`src/rtl/uart_pkg.sv`:
```
`timescale 1ns/1ps
`default_nettype none
// ============================================================================
// Module : uart_pkg
// Brief  : Shared constants, state encoding and divider helper for the UART
//          transmit path.
// Rev    : 1.0  initial release
// ============================================================================
package uart_pkg;

  // FSM state encoding, also driven out on the debug state port
  localparam logic [2:0] ST_IDLE   = 3'd0;
  localparam logic [2:0] ST_START  = 3'd1;
  localparam logic [2:0] ST_DATA   = 3'd2;
  localparam logic [2:0] ST_PARITY = 3'd3;
  localparam logic [2:0] ST_STOP   = 3'd4;

  // Parity modes
  localparam int PAR_NONE = 0;
  localparam int PAR_EVEN = 1;
  localparam int PAR_ODD  = 2;

  typedef enum logic [2:0] {
    S_IDLE   = ST_IDLE,
    S_START  = ST_START,
    S_DATA   = ST_DATA,
    S_PARITY = ST_PARITY,
    S_STOP   = ST_STOP
  } tx_state_e;

  // Clocks per bit, truncated
  function automatic int calc_div(input int clk_rate, input int baud_rate);
    return clk_rate / baud_rate;
  endfunction

endpackage
`default_nettype wire

```
`src/rtl/baud_tick_gen.sv`:
```
`timescale 1ns/1ps
`default_nettype none
// ============================================================================
// Module : baud_tick_gen
// Brief  : Free-running 0..DIV-1 bit-period counter with synchronous clear.
//          tick_o is high for the last clock of every bit period.
// Rev    : 1.0  initial release
// ============================================================================
module baud_tick_gen #(
  parameter int DIV = 16
) (
  input  logic clk,
  input  logic rst,
  input  logic clear_i,
  output logic tick_o
);

  localparam int            CW   = (DIV > 1) ? $clog2(DIV) : 1;
  localparam logic [CW-1:0] LAST = CW'(DIV - 1);

  logic [CW-1:0] cnt_q;
  logic [CW-1:0] cnt_d;

  // Next count: hold at zero while cleared, wrap after the last clock of a period
  always_comb begin
    cnt_d = cnt_q;
    if (clear_i || (cnt_q == LAST)) begin
      cnt_d = '0;
    end else begin
      cnt_d = cnt_q + CW'(1);
    end
  end

  // Counter register
  always_ff @(posedge clk or negedge rst) begin
    if (!rst) begin
      cnt_q <= '0;
    end else begin
      cnt_q <= cnt_d;
    end
  end

  assign tick_o = (cnt_q == LAST);

endmodule
`default_nettype wire

```
`src/rtl/uart_tx_serializer.sv`:
```
`timescale 1ns/1ps
`default_nettype none
// ============================================================================
// Module : uart_tx_serializer
// Brief  : Valid/ready byte input, one-byte holding register and a framing
//          FSM that drives a registered, idle-high UART TX line.
// Rev    : 1.0  initial release
// ============================================================================
module uart_tx_serializer
  import uart_pkg::*;
#(
  parameter int CLK_RATE  = 9600000,
  parameter int BAUD_RATE = 9600,
  parameter int DATA_BITS = 8,
  parameter int PARITY    = 0,
  parameter int STOP_BITS = 1
) (
  input  logic       clk,
  input  logic       rst,
  input  logic [7:0] data_in,
  input  logic       data_valid,
  output logic       tx_ready,
  output logic       RsTx,
  output logic       busy,
  output logic [2:0] state
);

  localparam int         DIV       = calc_div(CLK_RATE, BAUD_RATE);
  localparam logic [7:0] DATA_MASK = 8'((16'd1 << DATA_BITS) - 16'd1);
  localparam logic [2:0] LAST_DATA = 3'(DATA_BITS - 1);
  localparam logic [2:0] LAST_STOP = 3'(STOP_BITS - 1);
  localparam logic       PAR_INV   = (PARITY == PAR_ODD);

  tx_state_e  state_q, state_d;
  logic [7:0] hold_q, hold_d;
  logic       hold_full_q, hold_full_d;
  logic       tx_ready_q, tx_ready_d;
  logic [7:0] shift_q, shift_d;
  logic       par_q, par_d;
  logic [2:0] bit_cnt_q, bit_cnt_d;
  logic       rstx_q, rstx_d;

  logic       tick;
  logic       accept;
  logic       load;

  // Bit-period timer, parked at zero while idle so START gets a full period
  baud_tick_gen #(
    .DIV (DIV)
  ) u_baud (
    .clk     (clk),
    .rst     (rst),
    .clear_i (state_q == S_IDLE),
    .tick_o  (tick)
  );

  // Next-state, holding/shift register updates and registered line level
  always_comb begin
    state_d     = state_q;
    hold_d      = hold_q;
    hold_full_d = hold_full_q;
    shift_d     = shift_q;
    par_d       = par_q;
    bit_cnt_d   = bit_cnt_q;
    load        = 1'b0;
    accept      = data_valid && tx_ready_q;

    unique case (state_q)
      S_IDLE: begin
        if (hold_full_q) begin
          load    = 1'b1;
          state_d = S_START;
        end
      end
      S_START: begin
        if (tick) begin
          state_d   = S_DATA;
          bit_cnt_d = 3'd0;
        end
      end
      S_DATA: begin
        if (tick) begin
          if (bit_cnt_q == LAST_DATA) begin
            state_d   = (PARITY != PAR_NONE) ? S_PARITY : S_STOP;
            bit_cnt_d = 3'd0;
          end else begin
            shift_d   = {1'b0, shift_q[7:1]};
            bit_cnt_d = bit_cnt_q + 3'd1;
          end
        end
      end
      S_PARITY: begin
        if (tick) begin
          state_d   = S_STOP;
          bit_cnt_d = 3'd0;
        end
      end
      S_STOP: begin
        if (tick) begin
          if (bit_cnt_q == LAST_STOP) begin
            // Chain straight into the next frame when a byte is waiting
            if (hold_full_q) begin
              load    = 1'b1;
              state_d = S_START;
            end else begin
              state_d = S_IDLE;
            end
          end else begin
            bit_cnt_d = bit_cnt_q + 3'd1;
          end
        end
      end
      default: begin
        state_d = S_IDLE;
      end
    endcase

    // Transfer latches the masked payload and its parity together
    if (load) begin
      shift_d     = hold_q & DATA_MASK;
      par_d       = (^(hold_q & DATA_MASK)) ^ PAR_INV;
      hold_full_d = 1'b0;
      bit_cnt_d   = 3'd0;
    end

    // Accept only while empty, so it never collides with a transfer
    if (accept) begin
      hold_d      = data_in;
      hold_full_d = 1'b1;
    end

    tx_ready_d = !hold_full_d;

    unique case (state_d)
      S_IDLE:   rstx_d = 1'b1;
      S_START:  rstx_d = 1'b0;
      S_DATA:   rstx_d = shift_d[0];
      S_PARITY: rstx_d = par_d;
      S_STOP:   rstx_d = 1'b1;
      default:  rstx_d = 1'b1;
    endcase
  end

  // State and datapath registers; reset abandons any frame and idles the line
  always_ff @(posedge clk or negedge rst) begin
    if (!rst) begin
      state_q     <= S_IDLE;
      hold_q      <= 8'd0;
      hold_full_q <= 1'b0;
      tx_ready_q  <= 1'b1;
      shift_q     <= 8'd0;
      par_q       <= 1'b0;
      bit_cnt_q   <= 3'd0;
      rstx_q      <= 1'b1;
    end else begin
      state_q     <= state_d;
      hold_q      <= hold_d;
      hold_full_q <= hold_full_d;
      tx_ready_q  <= tx_ready_d;
      shift_q     <= shift_d;
      par_q       <= par_d;
      bit_cnt_q   <= bit_cnt_d;
      rstx_q      <= rstx_d;
    end
  end

  assign tx_ready = tx_ready_q;
  assign RsTx     = rstx_q;
  assign busy     = (state_q != S_IDLE);
  assign state    = state_q;

endmodule
`default_nettype wire

```
`config.mk`:
```
export PLATFORM = sky130hd
export DESIGN_NAME = uart_tx_serializer
export DESIGN_NICKNAME = d
export VERILOG_FILES = /design/src/rtl/uart_pkg.sv /design/src/rtl/baud_tick_gen.sv /design/src/rtl/uart_tx_serializer.sv
export SDC_FILE = /design/constraint.sdc
export NUM_CORES = 1
export LEC_CHECK = 0
export BUFFER_PORTS_ARGS = -buffer_cell sky130_fd_sc_hd__buf_2
export CAP_MARGIN = 0
export CORE_ASPECT_RATIO = 0.7
export CORE_UTILIZATION = 25
export CTS_BUF_LIST = sky130_fd_sc_hd__clkbuf_16
export CTS_CLUSTER_DIAMETER = 30
export DETAILED_ROUTE_END_ITERATION = 7
export PLACE_DENSITY = 0.37
export SYNTH_ARGS = -nofsm -noshare
export SYNTH_HDL_FRONTEND = slang
export SYNTH_HIERARCHICAL = 1
export SYNTH_SLANG_ARGS = --single-unit
```
`constraint.sdc`:
```
create_clock -name clk -period 3.9 [get_ports clk]
set_clock_uncertainty 0.1 [all_clocks]
set_input_delay 1.17 -clock clk [delete_from_list [all_inputs] [get_ports clk]]
set_output_delay 1.17 -clock clk [all_outputs]
set_load 0.03 [all_outputs]
```
After elaboration in Yosys (flattened, before gate mapping)
Index checks and enable logic that the tools add are counted.
{"block": "word_totals", "in_bits": 11, "output_inout_bits": 6, "elab_cells": 68, "regBits": 36}
{"block": "op_classes", "addsub": 2, "reduce_logical": 13, "n_eq_ne": 14, "muxes": 29}
{"cell": "$mux 3", "count": 13}
{"cell": "$mux 8", "count": 4}
{"cell": "$pmux 3 s5", "count": 1}
{"cell": "$eq 3x2->1 const B", "count": 4}
{"cell": "$add 10x1->10 const B", "count": 1}
{"cell": "$eq 10x10->1 const B", "count": 1}
{"cell": "$mux 10", "count": 1}
{"cell": "$ne 3x3->1 const B", "count": 3}
{"cell": "$pmux 3 s3", "count": 1}
{"cell": "$reduce_xor 8->1", "count": 1}
{"cell": "$mux 1", "count": 7}
{"cell": "$eq 3x1->1 const B", "count": 2}
{"cell": "$eq 3x3->1 const B", "count": 2}
{"cell": "$logic_not 3->1", "count": 2}
{"cell": "$reduce_and 5->1", "count": 1}
{"cell": "$reduce_bool 2->1", "count": 2}
{"cell": "$reduce_bool 4->1", "count": 1}
{"cell": "$add 3x1->3 const B", "count": 1}
{"cell": "$ne 3x1->1 const B", "count": 1}
{"cell": "$pmux 1 s3", "count": 1}
{"cell": "$reduce_and 3->1", "count": 1}
{"cell": "$reduce_bool 3->1", "count": 1}
{"cell": "$ne 2x2->1 const B", "count": 1}
{"cell": "$pmux 1 s2", "count": 1}
{"cell": "4 further kinds", "count": 4}

Logic depth before layout (Yosys ltp)
Gate-level depths: netlist of the first run.
{"block": "depth", "word_depth": 7, "ltp_mapped": 9, "depth_no_buf": 9}

By module
Netlist of the first run, hierarchy kept.
{"module": "uart_tx_serializer", "instances": 1, "seq_area_each_um2": 653.1, "area_each_um2": 1275.0, "cells_each": 117}
{"module": "baud_tick_gen", "instances": 1, "seq_area_each_um2": 250.2, "area_each_um2": 533.0, "cells_each": 51}

Worst setup path before layout of the first run
OpenSTA, ideal clock, no wires.
{"block": "synth_timing", "path_kind": "register to output", "startpoint": "register state_q[2] (netlist: state[2])", "endpoint": "output port busy", "slack_ps": 1405, "t_required_ps": 2630, "t_arrival_ps": 1225, "path_buffers": 1, "stages_incl_launch_ff": 3, "path_cell_list": "dfrtp_1 buf_6 or3_1"}
{"block": "synth_between", "elab_chain_cells": 1}
{"item": "from (decl)", "line_no": "uart_tx_serializer.sv:34", "source": "tx_state_e state_q, state_d;"}
{"item": "from (signal assigned)", "line_no": "uart_tx_serializer.sv:156", "source": "state_q <= state_d;"}
{"item": "$reduce_bool 3->1", "line_no": "uart_tx_serializer.sv:169", "source": "assign busy = (state_q != S_IDLE);"}
{"item": "to (decl)", "line_no": "uart_tx_serializer.sv:24", "source": "output logic busy,"}
No other way between the ends.

Worst setup path in the final report of the first run
{"block": "layout_timing", "startpoint": "register u_baud.cnt_q[0]", "endpoint": "register shift_q[4]"}
{"block": "layout_between", "elab_chain_cells": 5, "word_cells_on_any_way": 8, "cone_classes": "eq/ne: 2; mux: 3; reduce/logical: 3"}
{"item": "from (decl)", "line_no": "baud_tick_gen.sv:21", "source": "logic [CW-1:0] cnt_q;"}
{"item": "from (signal assigned)", "line_no": "baud_tick_gen.sv:39", "source": "cnt_q <= cnt_d;"}
{"item": "$eq 10x10->1 (*)", "line_no": "baud_tick_gen.sv:43", "source": "assign tick_o = (cnt_q == LAST);"}
{"item": "via tick", "line_no": "uart_tx_serializer.sv:43", "source": "logic tick;"}
{"item": "$mux 1", "line_no": "uart_tx_serializer.sv:99", "source": "if (tick) begin"}
{"item": "$pmux 1 s2", "line_no": "uart_tx_serializer.sv:68", "source": "unique case (state_q)"}
{"item": "$ne 2x2->1 (no line) / $reduce_bool 2->1 (equally long branches)"}
{"item": "$reduce_and 3->1 (no line)"}
{"item": "to (signal assigned)", "line_no": "uart_tx_serializer.sv:160", "source": "shift_q <= shift_d;"}
{"item": "to (decl)", "line_no": "uart_tx_serializer.sv:38", "source": "logic [7:0] shift_q, shift_d;"}
Mark *: on every way through the listed nets, which the timed path passes. The rest lies on a longest branch.
A chain may end at the register's enable or synchronous reset.

==> run metrics, run 1 <==
number of synthesized flops with an enable pin 0; Initial Util 26.3%; post-synthesis xor/xnor area fraction 5.81%; ranking of synthesized cells by area dfrtp_1 47%, mux2_2 5.0%, xnor2_1 4.8%; DR WL/cell 13.1 µm; initial antenna violation count 0; RSZ-0062 raised after global routing no; DR WL met2 1.45 mm; final setup margin 1010 ps; synthesized netlist cell count 168; Seq. cell area 903 µm²; FF+latch count, synth 36; crit path max fanout 10; ant diodes 0; prevailing post-synth register cell dfrtp_1; Leak 0.928 nW; core area 6880 µm²; syn_nets 183; highest metal used met4; Starting DRT DRC Count 42; Ys Warns 6; H-tree depth 2; status finished clean; power density over the cells 487 nW/µm²; Max VDD drop 0.190 mV; global-route wire length before repair 6.52 mm; Tmin final 2890 ps; nets 204; io pins 17; total power 1.05 mW; max frequency 347 MHz; Sink Count 36; DR vias 1241; WHS Path Cells 2; Post-CTS Resized 0; register area share after synthesis 50.0%; final hold violations 0; remaining global-route overflow 0; Slew headroom 43.5%; compound-cell area share of the yosys netlist 11.1%; number of global-route vias before repair 1251; postcts setup bufs 0; reg2reg path depth 10; RD Place Congestion 0.780; hold_buf cts 0; Clk Latency, worst-skew pair 280 ps; Fillers 719; synthesized area 1810 µm²; Setup TNS 0 ps; Simple-Gate Fraction of Synth Area 20.6%; Yosys top cell area share 47.1%; final non-filler cell area 2150 µm²; fin cells 284; metal3 WL 140 µm; IO Port Bufs 16; critical path class flop to flop; Placed Area 1990 µm²; Vias per Instance 4.37; list of most frequent post-synthesis cells 34 x dfrtp_1, 19 x nor2_1, 17 x nand2_1; chip width 104 µm; number of remaining DRC errors 0; DP HPWL 2.65 mm; WL met1 2.07 mm; footprint of the multi-input gates 847 µm²; critical path arrival 2950 ps; gr usage total 11.5%; Post-Synth Adder-Cell Area 2.77%; die height 73.2 µm; layout cells sized above 1 24.2%; Tcrit/Tclk final 74.0%; largest net degree at the start of global routing 37; CTS Buffer Depth 2; proportion of synthesized area in mux cells 6.64%; CTS tree yes; cts bufs inserted 5; largest family of logic cells by synthesized area simple AND/OR/NAND/NOR gates; Async SR Flop Fraction 100%; std cell rows 25; Reg clk slew, reported paths 60 ps; Core Util, Final 31.3%; Distinct cells, synth 39; Routed Antenna Nets 0; Post-Route WL 3.73 mm; Hold Path Class flop to flop; placed insts 276; DRT Pass-1 Iters 4; critical path startpoint category flop; WHS 384 ps; Root Buffer clkbuf_16; Syn Area/Cell 10.8 µm²; measured slew at the worst slew-check pin 848 ps; # setup viols final 0; CP required 3960 ps; Synth area leader dfrtp_1; most common cell in the netlist dfrtp_1; crit path capture type flop; Place WS 995 ps; final count of pins violating max slew 0; number of max-cap violations 0; Die Area 7580 µm²; P&R area growth vs syn 19.1%
-- cell usage in the layout, fill, tap and decap left out, types with 2 or more instances in the layout --
cell / Yosys / final
inv_1: 8 / 8
xnor2_1: 10 / 10
a21oi_1: 7 / 7
nand2_2: 2 / 2
mux2i_1: 3 / 3
nand3_1: 9 / 9
clkbuf_16: 0 / 5
nand2b_1: 5 / 5
nand2_1: 17 / 17
buf_2: 1 / 16
dfstp_2: 2 / 2
and3_1: 3 / 3
xor2_1: 2 / 2
nor2_1: 19 / 19
o21ai_0: 5 / 5
nand3_2: 2 / 2
mux2_2: 8 / 8
ha_1: 4 / 4
a22oi_1: 6 / 6
dfrtp_1: 34 / 34
-- sequential cells by signal, summed over array words and instances, names as in the netlist --
signal,cells
state,3
shift_q,8
u_baud/cnt_q,10
RsTx,1
hold_full_q,1
tx_ready,1
bit_cnt_q,3
par_q,1
hold_q,8
-- cell families (layout without fill, tap and decap cells) --
kind of cell               count (synthesis)  in the layout
DFF                                       36             36
muxes                                     11             11
buffers and inverters                     11             33
AOI/OAI and AO/OA                         27             27
and+or+nand+nor                           67             67
adders and majority gates                  4              4
xor gates and xnor gates                  12             12
-- layer usage --
layer / GRT usage [%] / vias up
met2: 15.4 / 21
met4: 5.31 / 0
met1: 16.7 / 589
li1: - / 624
met3: 3.30 / 7
met5: 0 / -
-- worst paths after layout --
path / from / end / slack, ps
worst max-delay path: u_baud/cnt_q[0] / shift_q[4] / 1010
worst min-delay path: shift_q[6] / shift_q[6] / 380
min in group asynchronous: rst / hold_q[5] / 900
max in group asynchronous: rst / bit_cnt_q[1] / 2270
worst min register to register: shift_q[6] / shift_q[6] / 380
worst max register to register: u_baud/cnt_q[0] / shift_q[4] / 1010
-- power breakdown --
group	internal, mW	switching, mW
sequential	0.407	0.0354
clock	0.300	0.160
combinational	0.0838	0.0625
total	0.791	0.258
-- critical path, cell delays in order (launching register included) --
cell	delay [ps]
dfrtp_1	400
ha_1	240
nand2_2	110
nor4b_4	320
and3_1	380
nand3b_2	160
a2111oi_4	510
buf_4	250
nor2_1	120
nand2_1	110
nand2_1	60
-- layout make-up --
cell class	instances	share of cell area, %
sequential	36	42.0
multi-input combinational	121	39.3
clock buffer	5	5.81
tap	94	5.46
timing repair buffer	17	4.07
clock inverter	3	1.98
inverter	8	1.39
No activity file was read; power rests on OpenSTA's default activity.
==> run 2: changes to the inputs <==
Settings changed: PLACE_DENSITY 0.37 to 0.39.
Clock period 3.9 ns to 2.4 ns, I/O delays scaled along.
==> run 2 against run 1 <==
  * Non-clock buffer count rose by 12
  * Largest cell class unchanged
  * Combinational power rose by 63%
  * Core utilization rose by 2.2 points
  * Highest routed layer unchanged
  * Sequential power rose by 62%
  * Register-to-register slack got worse by 910 ps
  * Clock power rose by 60%
  * Via count rose by 4.0%
  * Critical path depth did not move
  * First-iteration DRC count rose by 43%
  * Global-route usage fell by 0.92 points
  * Final cell count rose by 4.2%
==> run metrics, run 2 (same netlist as run 1, synthesis figures left out) <==
Initial Util 26.3% (unchanged); core area 6880 µm² (unchanged); power density over the cells 734 nW/µm² (was 487 nW/µm²); critical path arrival 2420 ps (was 2950 ps); Routed Antenna Nets 0 (unchanged); cts bufs inserted 5 (unchanged); number of global-route vias before repair 1306 (was 1251); largest net degree at the start of global routing 37 (unchanged); Root Buffer clkbuf_16 (unchanged); # setup viols final 0 (unchanged); Leak 1.01 nW (was 0.928 nW); Seq. cell area 905 µm² (was 903 µm²); ant diodes 0 (unchanged); Max VDD drop 0.410 mV (was 0.190 mV); commonest non-fill, non-tap cell in the layout dfrtp_1 (unchanged); status finished clean (unchanged); Reg clk slew, reported paths 60 ps (about the same); nets 216 (was 204); Starting DRT DRC Count 60 (was 42); crit path capture type flop (unchanged); crit path max fanout 5 (was 10); DR WL/cell 12.6 µm (was 13.1 µm); Die Area 7580 µm² (unchanged); die height 73.2 µm (unchanged); hold path start shift_q[4] (was shift_q[6]); critical path class flop to flop (unchanged); CP required 2520 ps (was 3960 ps); max reg flops 10 (unchanged); gr usage total 10.5% (was 11.5%); RD Place Congestion 0.711 (was 0.780); final count of pins violating max slew 0 (unchanged); initial antenna violation count 0 (unchanged); Fillers 714 (was 719); global-route wire length before repair 6.20 mm (was 6.52 mm); CTS tree yes (unchanged); Tcrit/Tclk final 95.8% (was 74.0%); Slew headroom 68.2% (was 43.5%); IO Port Bufs 16 (unchanged); number of remaining DRC errors 0 (unchanged); Sink Count 36 (unchanged); Critical R2R Launch u_baud/cnt_q[1] (was u_baud/cnt_q[0]); P&R area growth vs syn 27.4% (was 19.1%); measured slew at the worst slew-check pin 477 ps (was 848 ps); RSZ-0062 raised after global routing yes (was no); Setup TNS 0 ps (unchanged); Largest regs u_baud/cnt_q x10, hold_q x8, shift_q x8 (unchanged); Post-Route WL 3.73 mm (about the same); DR vias 1291 (was 1241); layout cells sized above 1 32.2% (was 24.2%); CP Launch Point u_baud/cnt_q[1] (was u_baud/cnt_q[0]); most frequent cells in the layout 33 x dfrtp_1, 18 x nor2_1, 17 x nand2_1, 17 x buf_2 (was 34 x dfrtp_1, 19 x nor2_1, 17 x nand2_1, 16 x buf_2, 10 x xnor2_1); DRT Pass-1 Iters 4 (unchanged); std cell rows 25 (unchanged); final hold violations 0 (unchanged); io pins 17 (unchanged); Clk Latency, worst-skew pair 280 ps (about the same); number of max-cap violations 0 (unchanged); max frequency 435 MHz (was 347 MHz); Hold Path Class flop to flop (unchanged); footprint of the multi-input gates 901 µm² (was 847 µm²); Tmin final 2300 ps (was 2890 ps); Vias per Instance 4.36 (was 4.37); DP HPWL 2.73 mm (was 2.65 mm); Core Util, Final 33.5% (was 31.3%); Reg with most FFs u_baud/cnt_q (unchanged); chip width 104 µm (unchanged); CTS Buffer Depth 2 (unchanged); H-tree depth 2 (unchanged); critical path startpoint category flop (unchanged); remaining global-route overflow 0 (unchanged)
run 2: final cells by class:
class / instances / share of cell area [%]
flip-flops and latches: 36 / 39.3
multi-input cells: 121 / 39.1
clock inverters: 3 / 1.85
well taps: 94 / 5.11
inverters: 8 / 1.30
clock buffers: 5 / 5.43
repair buffers: 29 / 7.93
run 2: power breakdown:
part | internal (mW) | switching, mW | leakage [nW]
clock | 0.488 | 0.250 | 0.0798
combinational | 0.139 | 0.0994 | 0.469
sequential | 0.661 | 0.0524 | 0.457
run 2: worst max-delay path, stage by stage, from the launching register on:
cell and delay, ps:
dfrtp_2 410, ha_4 170, nand2_4 60, nor4b_4 270, and3_4 220, buf_4 120, nand3b_4 100, a2111oi_4 410
buf_4 220, a22oi_1 90, nand2_1 60
run 2: what timing repair did:
item	4_1_cts	5_1_grt
endpoints found under the hold margin	0	0
setup buffers	0	3
hold buffers	0	0
setup endpoints to repair	0	9
gates resized for setup	0	15
run 2: path summary, 6_finish.rpt:
check | to | slack [ps] | cells past startpoint
setup / recovery | shift_q[3] | 100 | 10
hold / removal | shift_q[4] | 380 | 2
setup reg to reg | shift_q[3] | 100 | 10
hold reg to reg | shift_q[4] | 380 | 2
max in group asynchronous | tx_ready | 1460 | 2
min in group asynchronous | shift_q[5] | 390 | 2
run 2: through the flow:
step                total power [mW]  instance area [µm²]  hold WS [ps]  instances  setup WS (ps)
floorplan                      0.899                 1810           324        168           5.83
global placement               0.960                 2050           364        284            112
detailed placement             0.966                 2050           369        284           84.5
CTS                             1.72                 2210           383        292           83.0
global route                    1.76                 2300           421        296          -50.1
finish                          1.69                 2300           379        296            102
run 2: metal layers:
metal | vias to the layer above | wire length, µm | GRT usage, %
met2 | 14 | 1580 | 16.1
met1 | 619 | 1980 | 13.7
met3 | 7 | 105 | 3.13
met5 | - | 0 | 0
li1 | 651 | - | -
met4 | 0 | 68 | 5.31
==> run 3: changes to the inputs <==
Settings changed: BUFFER_PORTS_ARGS -buffer_cell sky130_fd_sc_hd__buf_2 to not set, CORE_MARGIN set to 5, CORE_UTILIZATION 25 to 35, DONT_BUFFER_PORTS set to 1, PLACE_DENSITY 0.39 to 0.48.
==> run 3 against run 2 <==
  * Final cell count fell by 13%
  * Largest cell class unchanged
  * Sequential power rose by 1%
  * Count of clock-buffer cells in the layout unchanged
  * Sequential cell count did not move
  * Cell area shrank 4.9%
  * Non-clock buffer count is 13 lower
==> run metrics, run 3 (same netlist as run 1, synthesis figures left out) <==
DRT Pass-1 Iters 4 (unchanged); Leak 0.950 nW (was 1.01 nW); nets 203 (was 216); Worst path depth 11 (was 10); crit path capture type flop (unchanged); chip width 95.9 µm (was 104 µm); Critical R2R Capture RsTx (was shift_q[3]); gr usage total 12.0% (was 10.5%); Reg clk slew, reported paths 60 ps (about the same); CP max stage cell dfrtp_1 (was dfrtp_2); io pins 17 (unchanged); Tmin final 2260 ps (was 2300 ps); CTS Buffer Depth 2 (unchanged); layout cells sized above 1 25.9% (was 32.2%); core area 4890 µm² (was 6880 µm²); CTS tree yes (unchanged); max frequency 443 MHz (was 435 MHz); Setup TNS 0 ps (unchanged); Sink Count 36 (unchanged); RSZ-0062 raised after global routing no (was yes); initial antenna violation count 0 (unchanged); Max VDD drop 0.310 mV (was 0.410 mV); crit path max fanout 3 (was 5); Starting DRT DRC Count 42 (was 60); Post-Route WL 3.74 mm (was 3.73 mm); measured slew at the worst slew-check pin 436 ps (was 477 ps); IO Port Bufs 0 (was 16); remaining global-route overflow 0 (unchanged); global-route wire length before repair 6.21 mm (was 6.20 mm); number of buffers and inverters on the critical path 2 (unchanged); final non-filler cell area 2190 µm² (was 2300 µm²); Critical R2R Launch u_baud/cnt_q[1] (unchanged); hold_buf cts 0 (unchanged); CP required 2500 ps (was 2520 ps); worst path cell trace ha_4 > nand2_4 > nor4b_4 > and3_4 > buf_6 > nand2_2 > nor4_4 > buf_4 > mux2i_2 > and2_1 > o21ai_2 (was ha_4 > nand2_4 > nor4b_4 > and3_4 > buf_4 > nand3b_4 > a2111oi_4 > buf_4 > a22oi_1 > nand2_1); Slew headroom 70.9% (was 68.2%); fin cells 258 (was 296); critical path arrival 2350 ps (was 2420 ps); power density over the cells 751 nW/µm² (was 734 nW/µm²); Die Area 6730 µm² (was 7580 µm²); number of global-route vias before repair 1235 (was 1306); H-tree depth 2 (unchanged); Initial Util 37.0% (was 26.3%); largest net degree at the start of global routing 37 (unchanged); Hold Path Class primary input to asynchronous set/reset pin (was flop to flop); Reg with most FFs u_baud/cnt_q (unchanged); Vias per Instance 4.86 (was 4.36); DR vias 1253 (was 1291); Placed Area 1930 µm² (was 2050 µm²); DP HPWL 2.62 mm (was 2.73 mm); DR WL/cell 14.5 µm (was 12.6 µm); critical path class flop to flop (unchanged); cts bufs inserted 5 (unchanged); final count of pins violating max slew 0 (unchanged); most frequent cells in the layout 34 x dfrtp_1, 18 x nor2_1, 17 x nand2_1, 14 x buf_4, 10 x xnor2_1 (was 33 x dfrtp_1, 18 x nor2_1, 17 x nand2_1, 17 x buf_2); RD Place Congestion 0.793 (was 0.711); P&R area growth vs syn 21.2% (was 27.4%); Worst R2R Setup Slack 140 ps (was 100 ps); critical path startpoint category flop (unchanged); number of max-cap violations 0 (unchanged); Fillers 471 (was 714); total power 1.65 mW (was 1.69 mW); Clk Latency, worst-skew pair 280 ps (about the same); Largest regs u_baud/cnt_q x10, hold_q x8, shift_q x8 (unchanged); # setup viols final 0 (unchanged); ant diodes 0 (unchanged); family with the most delay on the worst path simple AND/OR/NAND/NOR gates (unchanged); CP max stage delay 410 ps (about the same); status finished clean (unchanged); max reg flops 10 (unchanged); std cell rows 21 (was 25); reg2reg path depth 11 (was 10); placed insts 242 (was 284); die height 70.1 µm (was 73.2 µm); Routed Antenna Nets 0 (unchanged); Root Buffer clkbuf_16 (unchanged); commonest non-fill, non-tap cell in the layout dfrtp_1 (unchanged); number of remaining DRC errors 0 (unchanged); Tcrit/Tclk final 94.0% (was 95.8%); final hold violations 0 (unchanged)
## run 3: report_power, final
| part | switching, mW | internal (mW) |
|---|---|---|
| clock | 0.233 | 0.484 |
| combinational | 0.0765 | 0.130 |
| sequential | 0.0610 | 0.662 |
## run 3: layer usage
metal  up-vias  GRT usage [%]  wire length, µm
met5         -              0                0
met4         0           2.68               10
li1        621              -                -
met3         2           4.40              220
met2        32           15.1             1450
met1       598           19.0             2060
## run 3: worst register-to-register path, stage by stage (launching register included)
cell and delay (ps):
dfrtp_1 410, ha_4 180, nand2_4 60, nor4b_4 270, and3_4 230, buf_6 100, nand2_2 60, nor4_4 130
buf_4 180, mux2i_2 230, and2_1 170, o21ai_2 50
## run 3: final cells by class
cell class	count	area (µm²)	share of cell area (%)
timing repair buffer	16	128	5.83
clock buffer	5	125	5.71
clock inverter	3	38.8	1.77
sequential	36	903	41.2
tap	69	86.3	3.94
multi-input combinational	121	880	40.1
inverter	8	30.0	1.37
## run 3: worst max path at each step
stage,end,startpoint,slack (ps)
global route,RsTx,u_baud/cnt_q[1],2
global placement,RsTx,u_baud/cnt_q[1],110
finish,RsTx,u_baud/cnt_q[1],140
detailed placement,RsTx,u_baud/cnt_q[1],9
CTS,RsTx,u_baud/cnt_q[1],30
floorplan,shift_q[1],u_baud/cnt_q[0],6
## run 3: through the flow
step | hold WS (ps) | utilization [%] | worst slack (ps)
2_1_floorplan | 324 | - | 5.83
3_3_place_gp | 326 | 39.5 | 113
3_5_place_dp | 326 | 39.5 | 9.17
4_1_cts | 29.9 | 43.3 | 31.2
5_1_grt | 26.2 | 44.8 | 2.40
6_report | 36.4 | 44.8 | 144
## run 3: what timing repair did
item	in CTS	in global routing
pin swaps	1	6
setup endpoints to repair	1	11
gates cloned	0	1
setup buffers	1	6
gates resized for setup	3	10
endpoints found under the hold margin	0	0
